===== src/rtl/timer_sched_pkg.sv =====
// timer_sched_pkg: shared state encoding and elaboration helpers for the timer scheduler.
package timer_sched_pkg;
  typedef enum logic [1:0] {IDLE, RUN, DONE} state_e;
  function automatic int PRESC_OF(input int clk_hz, input int tick_hz);
    return clk_hz / tick_hz;
  endfunction
  function automatic int idx_w(input int n);
    return n > 1 ? $clog2(n) : 1;
  endfunction
endpackage


===== src/rtl/timer_sched_if.sv =====
// timer_sched_if: requester-side bus of the shared countdown timer.
interface timer_sched_if #(
  parameter int N_REQ = 4,
  parameter int DUR_W = 16
) ();
  logic [N_REQ-1:0]       req_i;
  logic [N_REQ*DUR_W-1:0] dur_i;
  logic [N_REQ-1:0]       gnt_o;
  logic [N_REQ-1:0]       done_o;
  logic                   busy_o;
  logic                   tick_o;
  logic [DUR_W-1:0]       remain_o;
  modport slave (input req_i, dur_i, output gnt_o, done_o, busy_o, tick_o, remain_o);
  modport master (output req_i, dur_i, input gnt_o, done_o, busy_o, tick_o, remain_o);
endinterface


===== src/rtl/timer_sched_tick_gen.sv =====
// tick_gen: free-running prescaler producing a one-cycle strobe at TICK_FREQ.
module tick_gen
  import timer_sched_pkg::*;
#(
  parameter int CLK_FREQ  = 25_000_000,
  parameter int TICK_FREQ = 1000
) (
  input  logic clk_i,
  input  logic rst_ni,
  output logic tick_o
);
  localparam int PRESC = PRESC_OF(CLK_FREQ, TICK_FREQ);
  localparam int CW = $clog2(PRESC);
  localparam logic [CW-1:0] LAST = CW'(PRESC - 1);
  logic [CW-1:0] cnt_q, cnt_d;
  assign tick_o = cnt_q == LAST;
  assign cnt_d = tick_o ? '0 : cnt_q + 1'b1;
  always_ff @(posedge clk_i or negedge rst_ni)
    if (!rst_ni) cnt_q <= '0;
    else cnt_q <= cnt_d;
endmodule


===== src/rtl/timer_sched.sv =====
// timer_sched: round-robin sharing of one tick-based countdown timer among N_REQ requesters.
// Define TIMER_SCHED_ABORT_EN to let the owner cancel its run by dropping its request.
module timer_sched
  import timer_sched_pkg::*;
#(
  parameter int CLK_FREQ  = 25_000_000,
  parameter int TICK_FREQ = 1000,
  parameter int N_REQ     = 4,
  parameter int DUR_W     = 16
) (
  input logic           clk_i,
  input logic           rst_ni,
  timer_sched_if.slave  bus
);
  localparam int PRESC = PRESC_OF(CLK_FREQ, TICK_FREQ);
  localparam int IW = idx_w(N_REQ);
  if (PRESC < 2) begin : g_bad_presc
    $error("timer_sched: PRESC must be >= 2");
  end
  if (N_REQ < 2) begin : g_bad_nreq
    $error("timer_sched: N_REQ must be >= 2");
  end
  state_e           state_q, state_d;
  logic [IW-1:0]    idx_q, idx_d, ptr_q, ptr_d, idx_nxt;
  logic [DUR_W-1:0] remain_q, remain_d;
  logic [IW:0]      pick;
  logic [N_REQ-1:0] onehot;
  logic             tick, abort;
  tick_gen #(.CLK_FREQ(CLK_FREQ), .TICK_FREQ(TICK_FREQ)) u_tick (
    .clk_i (clk_i),
    .rst_ni(rst_ni),
    .tick_o(tick)
  );
  // Descending scan so the smallest offset from ptr wins; MSB flags a hit.
  function automatic logic [IW:0] rr_pick(input logic [N_REQ-1:0] req, input logic [IW-1:0] ptr);
    logic [IW:0] r;
    int j;
    r = '0;
    for (int i = N_REQ - 1; i >= 0; i--) begin
      j = (int'(ptr) + i) % N_REQ;
      if (req[j]) r = {1'b1, IW'(j)};
    end
    return r;
  endfunction
  assign pick = rr_pick(bus.req_i, ptr_q);
  assign idx_nxt = idx_q == IW'(N_REQ - 1) ? '0 : idx_q + 1'b1;
`ifdef TIMER_SCHED_ABORT_EN
  assign abort = state_q == RUN && !bus.req_i[idx_q];
`else
  assign abort = 1'b0;
`endif
  always_comb begin
    state_d  = state_q;
    idx_d    = idx_q;
    ptr_d    = ptr_q;
    remain_d = remain_q;
    unique case (state_q)
      IDLE: if (pick[IW]) begin
        state_d  = RUN;
        idx_d    = pick[IW-1:0];
        remain_d = bus.dur_i[pick[IW-1:0]*DUR_W +: DUR_W];
      end
      RUN: if (abort) begin
        state_d  = IDLE;
        remain_d = '0;
        ptr_d    = idx_nxt;
      end else if (remain_q == '0) begin
        state_d = DONE;
      end else if (tick) begin
        remain_d = remain_q - 1'b1;
        state_d  = remain_q == DUR_W'(1) ? DONE : RUN;
      end
      DONE: begin
        state_d = IDLE;
        ptr_d   = idx_nxt;
      end
      default: state_d = IDLE;
    endcase
  end
  always_ff @(posedge clk_i or negedge rst_ni)
    if (!rst_ni) begin
      state_q  <= IDLE;
      idx_q    <= '0;
      ptr_q    <= '0;
      remain_q <= '0;
    end else begin
      state_q  <= state_d;
      idx_q    <= idx_d;
      ptr_q    <= ptr_d;
      remain_q <= remain_d;
    end
  assign onehot       = {{(N_REQ-1){1'b0}}, 1'b1} << idx_q;
  assign bus.gnt_o    = state_q == IDLE ? '0 : onehot;
  assign bus.done_o   = state_q == DONE ? onehot : '0;
  assign bus.busy_o   = state_q != IDLE;
  assign bus.tick_o   = tick;
  assign bus.remain_o = remain_q;
endmodule


===== src/flat_wrapper.sv =====
// flat-port wrapper written by rule: the top's interface ports become plain ports
module timer_sched_flat import timer_sched_pkg::*;
#(
  parameter int CLK_FREQ  = 25_000_000,
  parameter int TICK_FREQ = 1000,
  parameter int N_REQ     = 4,
  parameter int DUR_W     = 16
)
  (clk_i, rst_ni, bus_req_i, bus_dur_i, bus_gnt_o, bus_done_o, bus_busy_o, bus_tick_o, bus_remain_o);
  timer_sched_if #(.N_REQ(N_REQ), .DUR_W(DUR_W)) bus_i ();
  input logic clk_i;
  input logic rst_ni;
  input wire logic [$bits(bus_i.req_i)-1:0] bus_req_i;
  input wire logic [$bits(bus_i.dur_i)-1:0] bus_dur_i;
  output wire logic [$bits(bus_i.gnt_o)-1:0] bus_gnt_o;
  output wire logic [$bits(bus_i.done_o)-1:0] bus_done_o;
  output wire logic [$bits(bus_i.busy_o)-1:0] bus_busy_o;
  output wire logic [$bits(bus_i.tick_o)-1:0] bus_tick_o;
  output wire logic [$bits(bus_i.remain_o)-1:0] bus_remain_o;
  assign bus_i.req_i = bus_req_i;
  assign bus_i.dur_i = bus_dur_i;
  assign bus_gnt_o = bus_i.gnt_o;
  assign bus_done_o = bus_i.done_o;
  assign bus_busy_o = bus_i.busy_o;
  assign bus_tick_o = bus_i.tick_o;
  assign bus_remain_o = bus_i.remain_o;
  timer_sched #(.CLK_FREQ(CLK_FREQ), .TICK_FREQ(TICK_FREQ), .N_REQ(N_REQ), .DUR_W(DUR_W)) u_core (.clk_i(clk_i), .rst_ni(rst_ni), .bus(bus_i));
endmodule

===== config.mk =====
export PLATFORM = sky130hd
export DESIGN_NAME = timer_sched_flat
export DESIGN_NICKNAME = d
export VERILOG_FILES = /design/src/rtl/timer_sched_pkg.sv /design/src/rtl/timer_sched_if.sv /design/src/rtl/timer_sched_tick_gen.sv /design/src/rtl/timer_sched.sv /design/src/flat_wrapper.sv
export SDC_FILE = /design/constraint.sdc
export NUM_CORES = 1
export LEC_CHECK = 0
export BUFFER_PORTS_ARGS = -buffer_cell sky130_fd_sc_hd__buf_2
export CAP_MARGIN = 40
export CORE_MARGIN = 4
export CORE_UTILIZATION = 33
export DETAILED_ROUTE_END_ITERATION = 8
export PLACE_DENSITY_LB_ADDON = 0.05
export REMOVE_ABC_BUFFERS = 1
export SYNTH_ARGS = -nofsm -noshare
export SYNTH_HDL_FRONTEND = slang
export SYNTH_SLANG_ARGS = --single-unit

===== constraint.sdc =====
create_clock -name clk_i -period 3.2 [get_ports clk_i]
set_input_delay 0.64 -clock clk_i [delete_from_list [all_inputs] [get_ports clk_i]]
set_output_delay 0.64 -clock clk_i [all_outputs]
set_load 0.005 [all_outputs]

### Yosys cells after proc, flatten, opt, wreduce, memory -nomap -nowiden

Index checks and enable logic that the tools add are counted.

* add/subtract/negate cells: 6
* reduce and logical (&&, ||, !) cells: 10
* $lt $le $gt $ge: 4
* mux-type cells: 28
* shift operators: 2
* equal/unequal tests: 9
* bitwise gates (word level): 3

Operators with widths (number)
* $shiftx A64 B7 Y16: 1
* $mux W16: 3
* $pmux W16 S2: 1
* $eq A16 B1 Y1 const B: 1
* $logic_not A16 Y1: 1
* $sub A16 B1 Y16 const B: 1
* $add A15 B1 Y15 const B: 1
* $eq A15 B15 Y1 const B: 1
* $mux W15: 1
* $lt A3 B4 Y1 const B: 3
* $mux W3: 4
* $mux W2: 5
* $bmux W1 S2: 4
* $mux W4: 2
* $mux W1: 7
* $reduce_or A2 Y1: 3
* $add A2 B1 Y2 const B: 2
* $add A2 B2 Y2 const B: 2
* $eq A2 B2 Y1 const B: 2
* $ne A2 B2 Y1 const B: 2
* $pmux W2 S2: 1
* $reduce_and A2 Y1: 2
* $reduce_and A4 Y1: 1
* $reduce_bool A2 Y1: 2
* 7 further kinds: 9

* bits of input ports: 70
* output and inout bits: 26
* register bits: 37
* word-level logic and storage cells: 67

### Longest topological paths before layout

* depth in word-level cells: 13
* gate-level depth with buffers: 9
* depth with buffers taken out: 8

### Cells and area by module

From an unflattened synthesis, not the netlist that was laid out.

* cell total of the unflattened synthesis: 292
* area total of the unflattened synthesis: 2830.2 µm²

By module, submodules not included
* timer_sched: cells an instance 217, sequential area each 550.5 µm², area each 2045.7 µm², times used 1
* tick_gen: cells an instance 75, sequential area each 375.4 µm², area each 784.5 µm², times used 1

### Least setup slack after synthesis

OpenSTA, ideal clock, no wires.

* path kind: input port to flip-flop
* start point: in bus_req_i[0]
* end point: reg u_core.remain_q[14] (netlist: u_core.bus.remain_o[14])
* data required time: 3.074 ns
* slack: 1.016 ns
* library setup time: 0.126 ns
* stages on the path: 8
* data arrival time: 2.058 ns
* buffers on the path: 2
* cell sequence: a21oi_1 > o21ai_0 > o2bb2a_1 > buf_2 > buf_2 > mux2i_1 > mux2i_1 > a221o_1

* longest elaborated chain between the ends: 10
* elaborated cells between the ends (all ways): 20
* classes of those cells: 1 x eq/ne; 1 x shift; 17 x mux; 1 x reduce/logical

RTL lines
* start: declaration: RTL line flat_wrapper.sv:13 `input wire logic [$bits(bus_i.req_i)-1:0] bus_req_i;`
* $bmux W1 S2: RTL line timer_sched.sv:41 `if (req[j]) r = {1'b1, IW'(j)};`
* $mux W1 (not written as such) (2 in a row): RTL line timer_sched.sv:41
* $mux W3 (3 in a row): RTL line timer_sched.sv:41
* $mux W3 *: RTL line timer_sched.sv:41
* $shiftx A64 B7 Y16: RTL line timer_sched.sv:61 `remain_d = bus.dur_i[pick[IW-1:0]*DUR_W +: DUR_W];`
* $mux W16: RTL line timer_sched.sv:58 `IDLE: if (pick[IW]) begin`
* $pmux W16 S2: RTL line timer_sched.sv:57 `unique case (state_q)`
* end signal: assignment: RTL line timer_sched.sv:90 `remain_q <= remain_d;`
* end: declaration: RTL line timer_sched.sv:25 `logic [DUR_W-1:0] remain_q, remain_d;`

Every way passes the cells marked *; elsewhere a longest branch is shown, timed or not. The select of a mux whose other input is x is not followed.
A chain may end at the register's enable or synchronous reset.

### Final worst setup path

* start point: reg u_core.u_tick.cnt_q[9]
* end point: out bus_tick_o

* longest elaborated chain between the ends: 1

RTL lines
* start: declaration: RTL line timer_sched_tick_gen.sv:15 `logic [CW-1:0] cnt_q, cnt_d;`
* start signal: assignment: RTL line timer_sched_tick_gen.sv:20 `else cnt_q <= cnt_d;`
* $eq A15 B15 Y1: RTL line timer_sched_tick_gen.sv:16 `assign tick_o = cnt_q == LAST;`
* end: declaration: RTL line flat_wrapper.sv:18 `output wire logic [$bits(bus_i.tick_o)-1:0] bus_tick_o;`

No other way between the ends.

==> out/metrics.yaml <==
timing:
  fin_crit_ps: 2688
  max_freq_mhz: 372.0
  min_period_over_period_pct: 84.00
  setup_viol: 0
  fin_skew_ps: 7.583
  slew_viol_final: 0
  slew_headroom_pct: 52.84
  rsz0062_at_grt: "false"
  tns_ps: 0
  hold_violations: 0
  worst_slew_pin_slew_ps: 707.4
outcome:
  outcome: "finished, final reports clean"
power_and_ir_drop:
  power_density_nw_per_um2: 295.3
  ir_drop_mv: 0.1540
  cellLeakagePower_nw: 1.526
drt:
  drtIter0Drc: 47
  totalWireLength_mm: 7.291
  num_vias: 2450
  first_pass_iters: 5
  drtAntennaViolNets: 0
  wl_per_cell_um: 15.06
  viasPerCell: 5.062
  drc: 0
grt:
  met2_usage_pct: 25.46
  grt_usage_pct: 15.64
  grt_pass1_wl_mm: 12.28
  overflow: 0
  grt_busiest_layer: "met2"
  grt_use_met3_pct: 3.230
  antenna_found_initial: 0
  grt_start_max_net_pins: 22
  met1_usage_pct: 21.39
  first_global_vias: 2481
yosys:
  synthTopCellsByArea: "dfrtp_1, mux2i_1, mux2_2"
  yosysSeqAreaShare_pct: 35.12
  async_flop_share_pct: 100.0
  synth_top_area_share_pct: 35.12
  yosysWarnings: 0
  syn_avg_cell_area_um2: 9.315
  synth_edf_count: 0
  synth-simple-area-share_pct: 19.89
  synth_xor_area_share_pct: 4.319
  ys_seq_elements: 37
  synthCells: 283
  synth_area_um2: 2636
  synth.mux.area_fraction_pct: 18.75
  synth.distinct_cells: 51
  yosysTopAreaCell: "dfrtp_1"
  synth-main-ff-cell: "dfrtp_1"
  synth_compound_area_share_pct: 14.48
  synthAdderAreaFrac_pct: 3.797
  synth_top_family_by_area: "simple AND/OR/NAND/NOR gates"
clock_network:
  tritoncts: "yes"
  cts_max_path_buffers: 2
  cts_root_buf: "clkbuf_8"
  clk_pin_slew_ps: 80
  cts_sinks: 37
  clk-insertion-delay-late_ps: 290
  numCtsBuffers: 5
  cts.htree.levels: 2
  holdBufCountCts: 0
  postCtsResizedCells: 0
  postCtsSetupBuffers: 0
place:
  gp_congestion: 0.8624
  hpwlAfterDp_mm: 5.698
  place_area_um2: 3284
  port_buffers: 95
die:
  die_h_um: 97.38
  start_util_pct: 33.94
  ioPinCount: 96
  rows: 32
  dieArea_um2: 9483
  die_w_um: 97.38
  core_area_um2: 7767
layout:
  syn_to_final_growth_pct: 27.86
  drive_above_1_share_pct: 33.25
  nets: 460
  diodes: 0
  stdcell_area_um2: 3371
worst_hold_path:
  hold_path.class: "input port to async pin"
worst_setup_path:
  cp-start-kind: "flop"
  cp.required_ps: 2560
  path_class: "flop to output pin"
  cp-end-kind: "output pin"
  critPathArrivalTime_ps: 2050
  crit_fanout: 11
flow_run:
  maxCapViolations: 0
## logic make-up after synthesis
group	after synthesis
AO/OA/AOI/OAI	60
flip-flops	37
buffers and inverters	21
XOR/XNOR	13
AND/OR/NAND/NOR	96
multiplexers	48
adder cells (fa/ha/maj)	8
## stage by stage
stage | hold slack (ps) | worst slack [ps] | utilization [%] | cells | total power, mW
after floorplan | 344.4 | 318.1 | - | 271 | 0.5790
after global placement | 456.3 | 714.2 | 41.93 | 476 | 0.6624
after detailed placement | 472.1 | 639.8 | 42.28 | 477 | 0.6693
after CTS | 315.0 | 480.4 | 43.40 | 484 | 1.017
after global routing | 329.6 | 426.1 | 43.40 | 484 | 1.053
final | 301.6 | 512.1 | 43.40 | 484 | 0.9953
## state kept, by name, indices dropped and copies added, names as in the netlist
name	count
u_core.ptr_q	2
u_core.u_tick.cnt_q	15
u_core.state_q	2
u_core.idx_q	2
u_core.bus.remain_o	16
## synth_stat cells, drive strengths merged (8+ instances only)
cell	number
dfrtp	37
nand2	17
mux2	11
a21oi	9
nor2	19
inv	9
nor3	11
mux2i	37
o21ai	25
xor2	8
nor4	8
nor2b	8
buf	8
nand3	13
ha	8
## power by group
part           leakage [nW]  switching (mW)  internal, mW
Combinational          1.03          0.0733        0.0936
Sequential            0.455          0.0134         0.476
Clock                0.0443           0.168         0.171
## final cells by class
| class | instances | area (um2) |
|---|---|---|
| inverter | 9 | 33.78 |
| tap | 102 | 127.6 |
| sequential | 37 | 925.9 |
| timing repair buffer | 104 | 575.6 |
| multi-input combinational | 225 | 1622 |
| fill | 808 | 4397 |
| clock buffer | 7 | 86.33 |
## per-layer routing
| layer | wire length (um) | vias to the layer above |
|---|---|---|
| met5 | 0 | - |
| met4 | 29 | 0 |
| met3 | 409 | 2 |
| met2 | 3488 | 53 |
| met1 | 3363 | 1158 |
| li1 | - | 1237 |
## path summary, 6_finish.rpt
check	startpoint	cells past startpoint	end	slack, ps
setup / recovery	u_core.u_tick.cnt_q[9]	4	bus_tick_o	510
hold / removal	rst_ni	1	u_core.bus.remain_o[13]	300
setup reg to reg	u_core.u_tick.cnt_q[9]	6	u_core.bus.remain_o[12]	830
hold reg to reg	u_core.u_tick.cnt_q[0]	1	u_core.u_tick.cnt_q[0]	480
max in group asynchronous	rst_ni	2	u_core.bus.remain_o[7]	2440
min in group clk_i	u_core.u_tick.cnt_q[0]	1	u_core.u_tick.cnt_q[0]	480
## cells in the final DEF, fill, tap and decap left out, types with 2 or more instances in the layout
cell,n
nand4_1,3
a21oi_1,9
inv_1,9
nor4_1,6
mux2i_1,37
xnor2_1,5
dfrtp_1,37
o211ai_1,2
nand3_1,13
nor2_1,19
a221o_1,3
o221ai_1,2
clkbuf_8,6
and3_1,3
o21ai_0,21
a31oi_1,3
buf_4,7
nor2b_1,8
ha_1,8
o21ai_1,4
and2_1,5
a21o_1,2
buf_2,95
a21boi_0,2
nor3_1,10
nand2_1,17
a211oi_1,2
xor2_1,8
nand2b_1,3
mux2_2,11
## worst max-delay path: stages, from the launching register on
cell and delay [ps]:
dfrtp_1 420, or4_4 560, nor4_4 380, buf_4 260, buf_2 140
(Power assumes the default switching activity.)
